**config.mk**
```make
export PLATFORM = sky130hd
export DESIGN_NAME = regfile_dump_reader_flat
export DESIGN_NICKNAME = d
export VERILOG_FILES = /design/src/rtl/regfile_dump_reader_if.sv /design/src/rtl/regfile_dump_reader.sv /design/src/flat_wrapper.sv
export SDC_FILE = /design/constraint.sdc
export NUM_CORES = 1
export LEC_CHECK = 0
export ABC_AREA = 1
export BUFFER_PORTS_ARGS = -buffer_cell sky130_fd_sc_hd__buf_2
export CAP_MARGIN = 15
export CORE_AREA = 8 8 104 59
export CTS_CLUSTER_DIAMETER = 40
export CTS_CLUSTER_SIZE = 20
export DETAILED_ROUTE_END_ITERATION = 10
export DIE_AREA = 0 0 112 67
export GPL_TIMING_DRIVEN = 0
export MAX_ROUTING_LAYER = met4
export PLACE_DENSITY_LB_ADDON = 0.12
export SLEW_MARGIN = 20
export SYNTH_ARGS = -nofsm -noshare
export SYNTH_HDL_FRONTEND = slang
export SYNTH_SLANG_ARGS = --single-unit
```
**constraint.sdc**
```tcl
create_clock -name clk -period 1.3 [get_ports clk]
set_input_delay 0.26 -clock clk [delete_from_list [all_inputs] [get_ports clk]]
set_output_delay 0.26 -clock clk [all_outputs]
set_load 0.005 [all_outputs]
```
**src/rtl/regfile_dump_reader_if.sv**
```systemverilog
// Stream interface carrying tagged register-file words to the trace/UART path.
interface regfile_dump_reader_if #(
  parameter int DATA_W = 32
);
  logic              out_valid;
  logic              out_ready;
  logic [DATA_W-1:0] out_data;
  logic [4:0]        out_idx;
  logic              out_last;

  modport master (
    output out_valid,
    output out_data,
    output out_idx,
    output out_last,
    input  out_ready
  );

  modport slave (
    input  out_valid,
    input  out_data,
    input  out_idx,
    input  out_last,
    output out_ready
  );
endinterface

```
**src/rtl/regfile_dump_reader.sv**
```systemverilog
// Register file dump reader: on a start pulse, walks FIRST_REG..LAST_REG through a
// spare combinational read port and streams each word, tagged with its index,
// over a valid/ready interface. One word per two cycles without backpressure.
module regfile_dump_reader #(
  parameter int FIRST_REG = 1,
  parameter int LAST_REG  = 31,
  parameter int DATA_W    = 32
) (
  input  logic              clk,
  input  logic              reset,
  input  logic              start,
  output logic              busy,
  output logic              done,
  output logic [4:0]        rf_addr,
  input  logic [DATA_W-1:0] rf_data,
  regfile_dump_reader_if.master strm
);

  localparam logic [1:0] IDLE = 2'd0;
  localparam logic [1:0] READ = 2'd1;
  localparam logic [1:0] HOLD = 2'd2;
  localparam logic [1:0] DONE = 2'd3;

  localparam logic [4:0] FIRST_IDX = 5'(FIRST_REG);
  localparam logic [4:0] LAST_IDX  = 5'(LAST_REG);

  logic [1:0] state;
  logic [4:0] idx;

  // The read address is the walk index itself, so it stays stable through HOLD.
  assign rf_addr = idx;
  assign busy    = (state != IDLE);
  assign done    = (state == DONE);

  // Dump sequencer: READ captures the combinational regfile word, HOLD waits for
  // the consumer, and the last accepted beat passes through DONE back to IDLE.
  always_ff @(posedge clk or posedge reset) begin
    if (reset) begin
      state          <= IDLE;
      idx            <= 5'd0;
      strm.out_valid <= 1'b0;
      strm.out_data  <= '0;
      strm.out_idx   <= 5'd0;
      strm.out_last  <= 1'b0;
    end else begin
      case (state)
        IDLE: begin
          if (start) begin
            idx   <= FIRST_IDX;
            state <= READ;
          end
        end
        READ: begin
          strm.out_data  <= rf_data;
          strm.out_idx   <= idx;
          strm.out_last  <= (idx == LAST_IDX);
          strm.out_valid <= 1'b1;
          state          <= HOLD;
        end
        HOLD: begin
          if (strm.out_valid && strm.out_ready) begin
            strm.out_valid <= 1'b0;
            if (strm.out_last) begin
              strm.out_last <= 1'b0;
              state         <= DONE;
            end else begin
              idx   <= idx + 5'd1;
              state <= READ;
            end
          end
        end
        DONE: begin
          state <= IDLE;
        end
        default: begin
          state <= IDLE;
        end
      endcase
    end
  end

endmodule

```
**src/flat_wrapper.sv**
```systemverilog
// flat-port wrapper written by rule: the top's interface ports become plain ports
module regfile_dump_reader_flat 
#(
  parameter int FIRST_REG = 1,
  parameter int LAST_REG  = 31,
  parameter int DATA_W    = 32
)
  (clk, reset, start, busy, done, rf_addr, rf_data, strm_out_valid, strm_out_data, strm_out_idx, strm_out_last, strm_out_ready);
  regfile_dump_reader_if #(.DATA_W(DATA_W)) strm_i ();
  input  logic clk;
  input  logic reset;
  input  logic start;
  output logic busy;
  output logic done;
  output logic [4:0] rf_addr;
  input  logic [DATA_W-1:0] rf_data;
  output wire logic [$bits(strm_i.out_valid)-1:0] strm_out_valid;
  output wire logic [$bits(strm_i.out_data)-1:0] strm_out_data;
  output wire logic [$bits(strm_i.out_idx)-1:0] strm_out_idx;
  output wire logic [$bits(strm_i.out_last)-1:0] strm_out_last;
  input wire logic [$bits(strm_i.out_ready)-1:0] strm_out_ready;
  assign strm_out_valid = strm_i.out_valid;
  assign strm_out_data = strm_i.out_data;
  assign strm_out_idx = strm_i.out_idx;
  assign strm_out_last = strm_i.out_last;
  assign strm_i.out_ready = strm_out_ready;
  regfile_dump_reader #(.FIRST_REG(FIRST_REG), .LAST_REG(LAST_REG), .DATA_W(DATA_W)) u_core (.clk(clk), .reset(reset), .start(start), .busy(busy), .done(done), .rf_addr(rf_addr), .rf_data(rf_data), .strm(strm_i));
endmodule
```
==> flow_summary.yaml, run 1 <==
timing:
  finalCriticalPeriod_ps: 1320
  setup_tns_ps: -27.5
  setup_viol: 2
  fmax_mhz: 755
  finClkSkew_ps: 6.10
  rsz0062_at_grt: "yes"
  final_max_slew_viol_count: 0
  timing.final.ws_setup_ps: -24.9
  post-route-period-util: 1.02
  finalHoldViolations: 0
  worstMarginPinSlew_ps: 392
  slew_headroom: 0.738
synthesis:
  synth-edff-count: 0
  yosysSeqAreaShare: 0.617
  syn-num-nets: 248
  syn_inst: 210
  synth.most_common_cell: "nand2_1"
  synth_area_leader_cell: "dfrtp_1"
  yosys_register_bits: 46
  synth_common_cells: "121 x nand2_1, 46 x dfrtp_1, 7 x nand3_1, 7 x o21ai_1, 6 x inv_1"
  syn_area_per_cell_sq_um: 8.88
  synth_top_cell_area_share: 0.617
  ys_warn_count: 0
  ys_types: 20
  ys_top_cells_by_area: "dfrtp_1 62%, nand2_1 24%, nand3_1 1.9%"
  syn_area_sq_mm: 0.00187
  async_reset_ff_frac: 1.00
  synth_ff_type: "dfrtp_1"
cts:
  cts.sinks: 46
  cts_tree: "done"
  h-tree-depth: 2
  clk_latency_ps: 290
  cts_inserted_buffers: 5
  cts-root-buf: "clkbuf_8"
  clockBufferDepth: 2
  clk_pin_slew_ps: 80
setup_path:
  end_kind: "output pin"
  max_stage_delay_ps: 430
  cp-start-kind: "flop"
  r2r-end: "u_core.rf_addr[4]"
  r2r-start: "u_core.rf_addr[1]"
  path_class: "reg -> out"
  r2r_slack_ps: 70
  crit_chain: "or2_4 > buf_6"
  cp.required_ps: 1040
  critPathMaxFanout: 2
  cp.arrival_ps: 1060
  cp_slowest_cell: "dfrtp_2"
  reg2reg_depth: 6
place:
  hpwl_microns: 3510
  gp_congestion: 0.718
  numPortBuffers: 81
global_route:
  grt_max_degree: 47
  antenna_found_initial: 0
  grt_pass1_vias: 1610
  grt_use_met3: 0.0568
  grt-ovfl-total: 0
  grtUsageMet1: 0.184
  use_met2: 0.189
  grt_pass1_wl_microns: 8020
  grt_usage: 0.140
  grt-busiest-layer: "met2"
floorplan:
  initial_core_util: 0.398
  coreArea_sq_mm: 0.00468
  fp.dieH_microns: 67
  die_x_microns: 112
  io_pins: 82
  dieArea_sq_mm: 0.00750
  num_rows: 18
finish:
  diodes: 0
  drive_gt1_frac: 0.380
  fill_cells: 455
  syn_to_final_growth_pct: 37.1
  regArea_sq_mm: 0.00115
  final_nets: 344
  multiInputGateArea_sq_um: 654
pwr:
  pwr-share-seq: 0.414
  swShare: 0.377
  combinationalPowerShare: 0.440
  p_int_mw: 3.62
  clockPowerShare: 0.146
  p_total_mw: 5.81
  power.switching_mw: 2.19
  pwr_density_cell_mw_per_mm2: 2270
  leakagePower_nw: 1.47
  ir_drop_v: 0.000823
route:
  wire_per_inst_microns: 13.5
  via_count: 1591
  drt_iter0_markers: 51
  viasPerCell: 4.36
  drt_first_pass_iters: 4
  routed_wl_microns: 4930
  drc: 0
  antenna_left: 0
min_path:
  min_path_cells: 3
  hold_start: "rf_data[0]"
  hold_class: "in -> reg"
  holdPathEnd: "u_core.strm.out_data[0]"
status:
  outcome: "finished with violations"
  failed_checks: "setup timing"
job:
  maxCapViolCount: 0
power groups by stage:
| stage | Combinational [mW] | Clock (mW) | Sequential (mW) |
|---|---|---|---|
| floorplan | 1.25 | 0 | 2.47 |
| global placement | 2.27 | 0 | 2.44 |
| detailed placement | 2.31 | 0 | 2.43 |
| CTS | 2.52 | 0.882 | 2.39 |
| global route | 2.93 | 0.930 | 2.48 |
| finish | 2.56 | 0.845 | 2.41 |
final cells by class:
cell class | count | share of cell area
plain buffers | 7 | 0.0240
clock buffers | 6 | 0.0323
inverters | 8 | 0.0152
multi-input cells | 149 | 0.256
flip-flops and latches | 46 | 0.452
well taps | 60 | 0.0294
repair buffers | 89 | 0.192
worst max-delay path: cells and delay by family (launching register included):
kind / cells / cell delay (ps)
flops: 1 / 430
simple gates: 1 / 230
buf+inv: 1 / 110
state kept, by name (all words and copies together) (netlist names):
register,cells
u_core.strm.out_last,1
u_core.strm.out_idx,5
u_core.strm.out_valid,1
u_core.rf_addr,5
u_core.strm.out_data,32
u_core.state,2
layout by cell type, fill, tap and decap left out, types with 2 or more instances in the layout:
cell      netlist  layout
dfrtp_2         0       3
nand2_1       121     119
nand2_4         1       2
clkbuf_8        0       6
o21ai_1         7       7
nand2_2         1       2
buf_6           3       5
nand3_1         7       7
o21ai_0         2       2
inv_1           6       5
buf_4           0       8
buf_2           4      81
dfrtp_1        46      43
routing by layer:
layer | routed length [microns] | vias to the layer above
met2 | 1880 | 57
met1 | 2600 | 689
met4 | 61 | 0
li1 | - | 838
met5 | 0 | -
met3 | 385 | 7
timing repair:
action | 4_1_cts | 5_1_grt
pin swaps | 1 | 1
resized for setup | 7 | 12
buffers inserted | 6 | 0
hold endpoints to repair | 0 | 15
hold buffers | 0 | 1
setup endpoints to repair | 3 | 38
cells by family after synthesis:
logic type,synth area share
adders and majority gates,0.0134
and+or+nand+nor,0.292
DFF,0.617
buffers and inverters,0.0456
AOI/OAI and AO/OA,0.0315
worst max-delay path by stage:
stage,startpoint,end,slack [ps]
after floorplan,u_core.rf_addr[0],u_core.rf_addr[4],70
after global placement,u_core.rf_addr[0],u_core.rf_addr[4],4
after detailed placement,u_core.rf_addr[1],u_core.rf_addr[4],-40
after CTS,u_core.state[0],busy,-30
after global routing,u_core.state[0],busy,-60
final,u_core.state[0],busy,-20
stage by stage:
stage / worst slack [ps] / hold WS (ps) / instance area (sq um) / cells / util
after floorplan: 68.0 / 277 / 1870 / 210 / -
after global placement: 3.67 / 454 / 2350 / 351 / 0.502
after detailed placement: -38.7 / 457 / 2350 / 351 / 0.502
after CTS: -28.8 / 145 / 2500 / 363 / 0.533
after global routing: -60.2 / 145 / 2560 / 365 / 0.546
final: -24.9 / 155 / 2560 / 365 / 0.546
No activity file was read; power rests on OpenSTA's default activity.
==> inputs of run 2 (changes only) <==
--- a/config.mk
+++ b/config.mk
@@ -10,3 +10,3 @@
 export CAP_MARGIN = 15
-export CORE_AREA = 8 8 104 59
+export CORE_AREA = 8 8 106 60
 export CTS_CLUSTER_DIAMETER = 40
@@ -14,3 +14,3 @@
 export DETAILED_ROUTE_END_ITERATION = 10
-export DIE_AREA = 0 0 112 67
+export DIE_AREA = 0 0 114 68
 export GPL_TIMING_DRIVEN = 0
--- a/constraint.sdc
+++ b/constraint.sdc
@@ -3,2 +3,2 @@
 set_output_delay 0.26 -clock clk [all_outputs]
-set_load 0.005 [all_outputs]
+set_load 0.02 [all_outputs]
==> run 2 against run 1 <==
Compared with the run above: critical endpoint unchanged; sequential cell count did not move; worst hold slack better by 4.2 ps; global-route usage down 0.27 points; the run still ends with setup timing left; largest cell class unchanged; routed wire length is 2.2% higher.
==> flow_summary.yaml, run 2 (same netlist as run 1, synthesis figures left out) <==
finish:
  fill_cells: 527
  layout_common_cells: "118 x nand2_1, 82 x buf_2, 43 x dfrtp_1"
  final_core_util: 0.513
  largest_reg_flops: 32
  drive_gt1_frac: 0.394
  diodes: 0
  top_register: "u_core.strm.out_data"
  final_nets: 344
  layout_commonest_cell: "nand2_1"
  syn_to_final_growth_pct: 38.6
setup_path:
  crit_chain: "or2_4 > buf_6"
  reg2reg_depth: 6
  crit_path_start: "u_core.state[0]"
  r2r-start: "u_core.rf_addr[1]"
  r2r_slack_ps: 0
  path_class: "reg -> out"
  r2r-end: "u_core.rf_addr[4]"
  cp_slowest_cell: "dfrtp_2"
  critPathMaxFanout: 2
  cp.required_ps: 1040
  max_stage_delay_ps: 440
  cp.arrival_ps: 1100
  end_kind: "output pin"
  cp-start-kind: "flop"
cts:
  cts-root-buf: "clkbuf_8"
  h-tree-depth: 2
  cts_tree: "done"
  clockBufferDepth: 2
  cts_inserted_buffers: 5
  clk_pin_slew_ps: 90
  cts.sinks: 46
  clk_latency_ps: 290
global_route:
  grt_pass1_wl_microns: 7950
  grt_usage: 0.137
  grt-busiest-layer: "met1"
  grt_use_met3: 0.0643
  use_met2: 0.176
  grtUsageMet1: 0.187
  antenna_found_initial: 0
  grt_pass1_vias: 1613
  grt_max_degree: 47
  grt-ovfl-total: 0
timing:
  setup_viol: 2
  finalCriticalPeriod_ps: 1360
  post-route-period-util: 1.05
  timing.final.ws_setup_ps: -63.0
  fmax_mhz: 734
  rsz0062_at_grt: "yes"
  final_max_slew_viol_count: 0
  slew_headroom: 0.691
  finClkSkew_ps: 8.47
  finalHoldViolations: 0
  setup_tns_ps: -97.9
  worstMarginPinSlew_ps: 463
route:
  drc: 0
  drt_first_pass_iters: 4
  wire_per_inst_microns: 13.3
  viasPerCell: 4.24
  drt_iter0_markers: 53
  antenna_left: 0
  via_count: 1611
  routed_wl_microns: 5040
floorplan:
  num_rows: 19
  initial_core_util: 0.370
  coreArea_sq_mm: 0.00504
  fp.dieH_microns: 68
  die_x_microns: 114
  dieArea_sq_mm: 0.00775
  io_pins: 82
place:
  place_ws_ps: -3.81
  gp_congestion: 0.682
  hpwl_microns: 3580
  numPortBuffers: 81
pwr:
  leakagePower_nw: 1.48
  ir_drop_v: 0.00103
  p_int_mw: 3.67
  swShare: 0.443
  pwr-share-seq: 0.365
  p_total_mw: 6.59
  pwr_density_cell_mw_per_mm2: 2550
  clockPowerShare: 0.135
  power.switching_mw: 2.92
  combinationalPowerShare: 0.501
min_path:
  hold_class: "in -> reg"
  holdPathEnd: "u_core.strm.out_data[6]"
  hold_start: "rf_data[6]"
  min_path_cells: 3
job:
  maxCapViolCount: 0
status:
  outcome: "finished with violations"
  failed_checks: "setup timing"
## run 2: cell count changes in the layout (fill, tap and decap cells not counted), sizes merged
| cell | change |
|---|---|
| clkinv | +1 |
| clkbuf | +1 |
## run 2: metal layers
metal / wire length, microns / up-vias
met5: 0 / -
met3: 460 / 2
met2: 1960 / 50
met4: 14 / 0
met1: 2600 / 717
li1: - / 842
## run 2: how the worst max path moves through the flow
| stage | to | slack, ps |
|---|---|---|
| final | busy | -60 |
| after global routing | busy | -90 |
| after CTS | busy | -50 |
| after detailed placement | u_core.rf_addr[4] | -4 |
| after global placement | u_core.rf_addr[4] | -2 |
| after floorplan | u_core.rf_addr[4] | 20 |
## run 2: power by group through the flow
stage | sequential [mW] | combinational, mW | clock, mW
final | 2.40 | 3.30 | 0.889
after global placement | 2.46 | 2.97 | 0
after floorplan | 3.13 | 1.28 | 0
after global routing | 2.48 | 3.67 | 0.985
after detailed placement | 2.45 | 3.03 | 0
after CTS | 2.40 | 3.28 | 0.919
## run 2: critical path, delay by kind of cell (launching register included)
family / cells / cell delay [ps]
DFF: 1 / 440
and+or+nand+nor: 1 / 240
buffers and inverters: 1 / 130
## run 2: repair_timing
action,4_1_cts,5_1_grt
buffers inserted,6,0
endpoints found under the setup margin,3,39
hold buffers,0,1
pin swaps,1,2
gates resized for setup,10,9
endpoints found under the hold margin,0,6
## run 2: per-stage QoR
stage	instances	cell area, sq um	hold WS [ps]
6_report	380	2580	159
5_1_grt	380	2580	151
4_1_cts	378	2530	151
3_5_place_dp	364	2370	457
3_3_place_gp	364	2370	453
2_1_floorplan	210	1870	277
## run 2: layout make-up
| class | instances | area [sq um] | share of cell area |
|---|---|---|---|
| flip-flops and latches | 46 | 1150 | 0.447 |
| multi-input cells | 149 | 656 | 0.254 |
| repair buffers | 89 | 497 | 0.192 |
| well taps | 73 | 91.3 | 0.0353 |
| clock buffers | 7 | 86.3 | 0.0334 |
| plain buffers | 7 | 56.3 | 0.0218 |
| inverters | 8 | 38.8 | 0.0150 |
| clock inverters | 1 | 5.00 | 0.00194 |
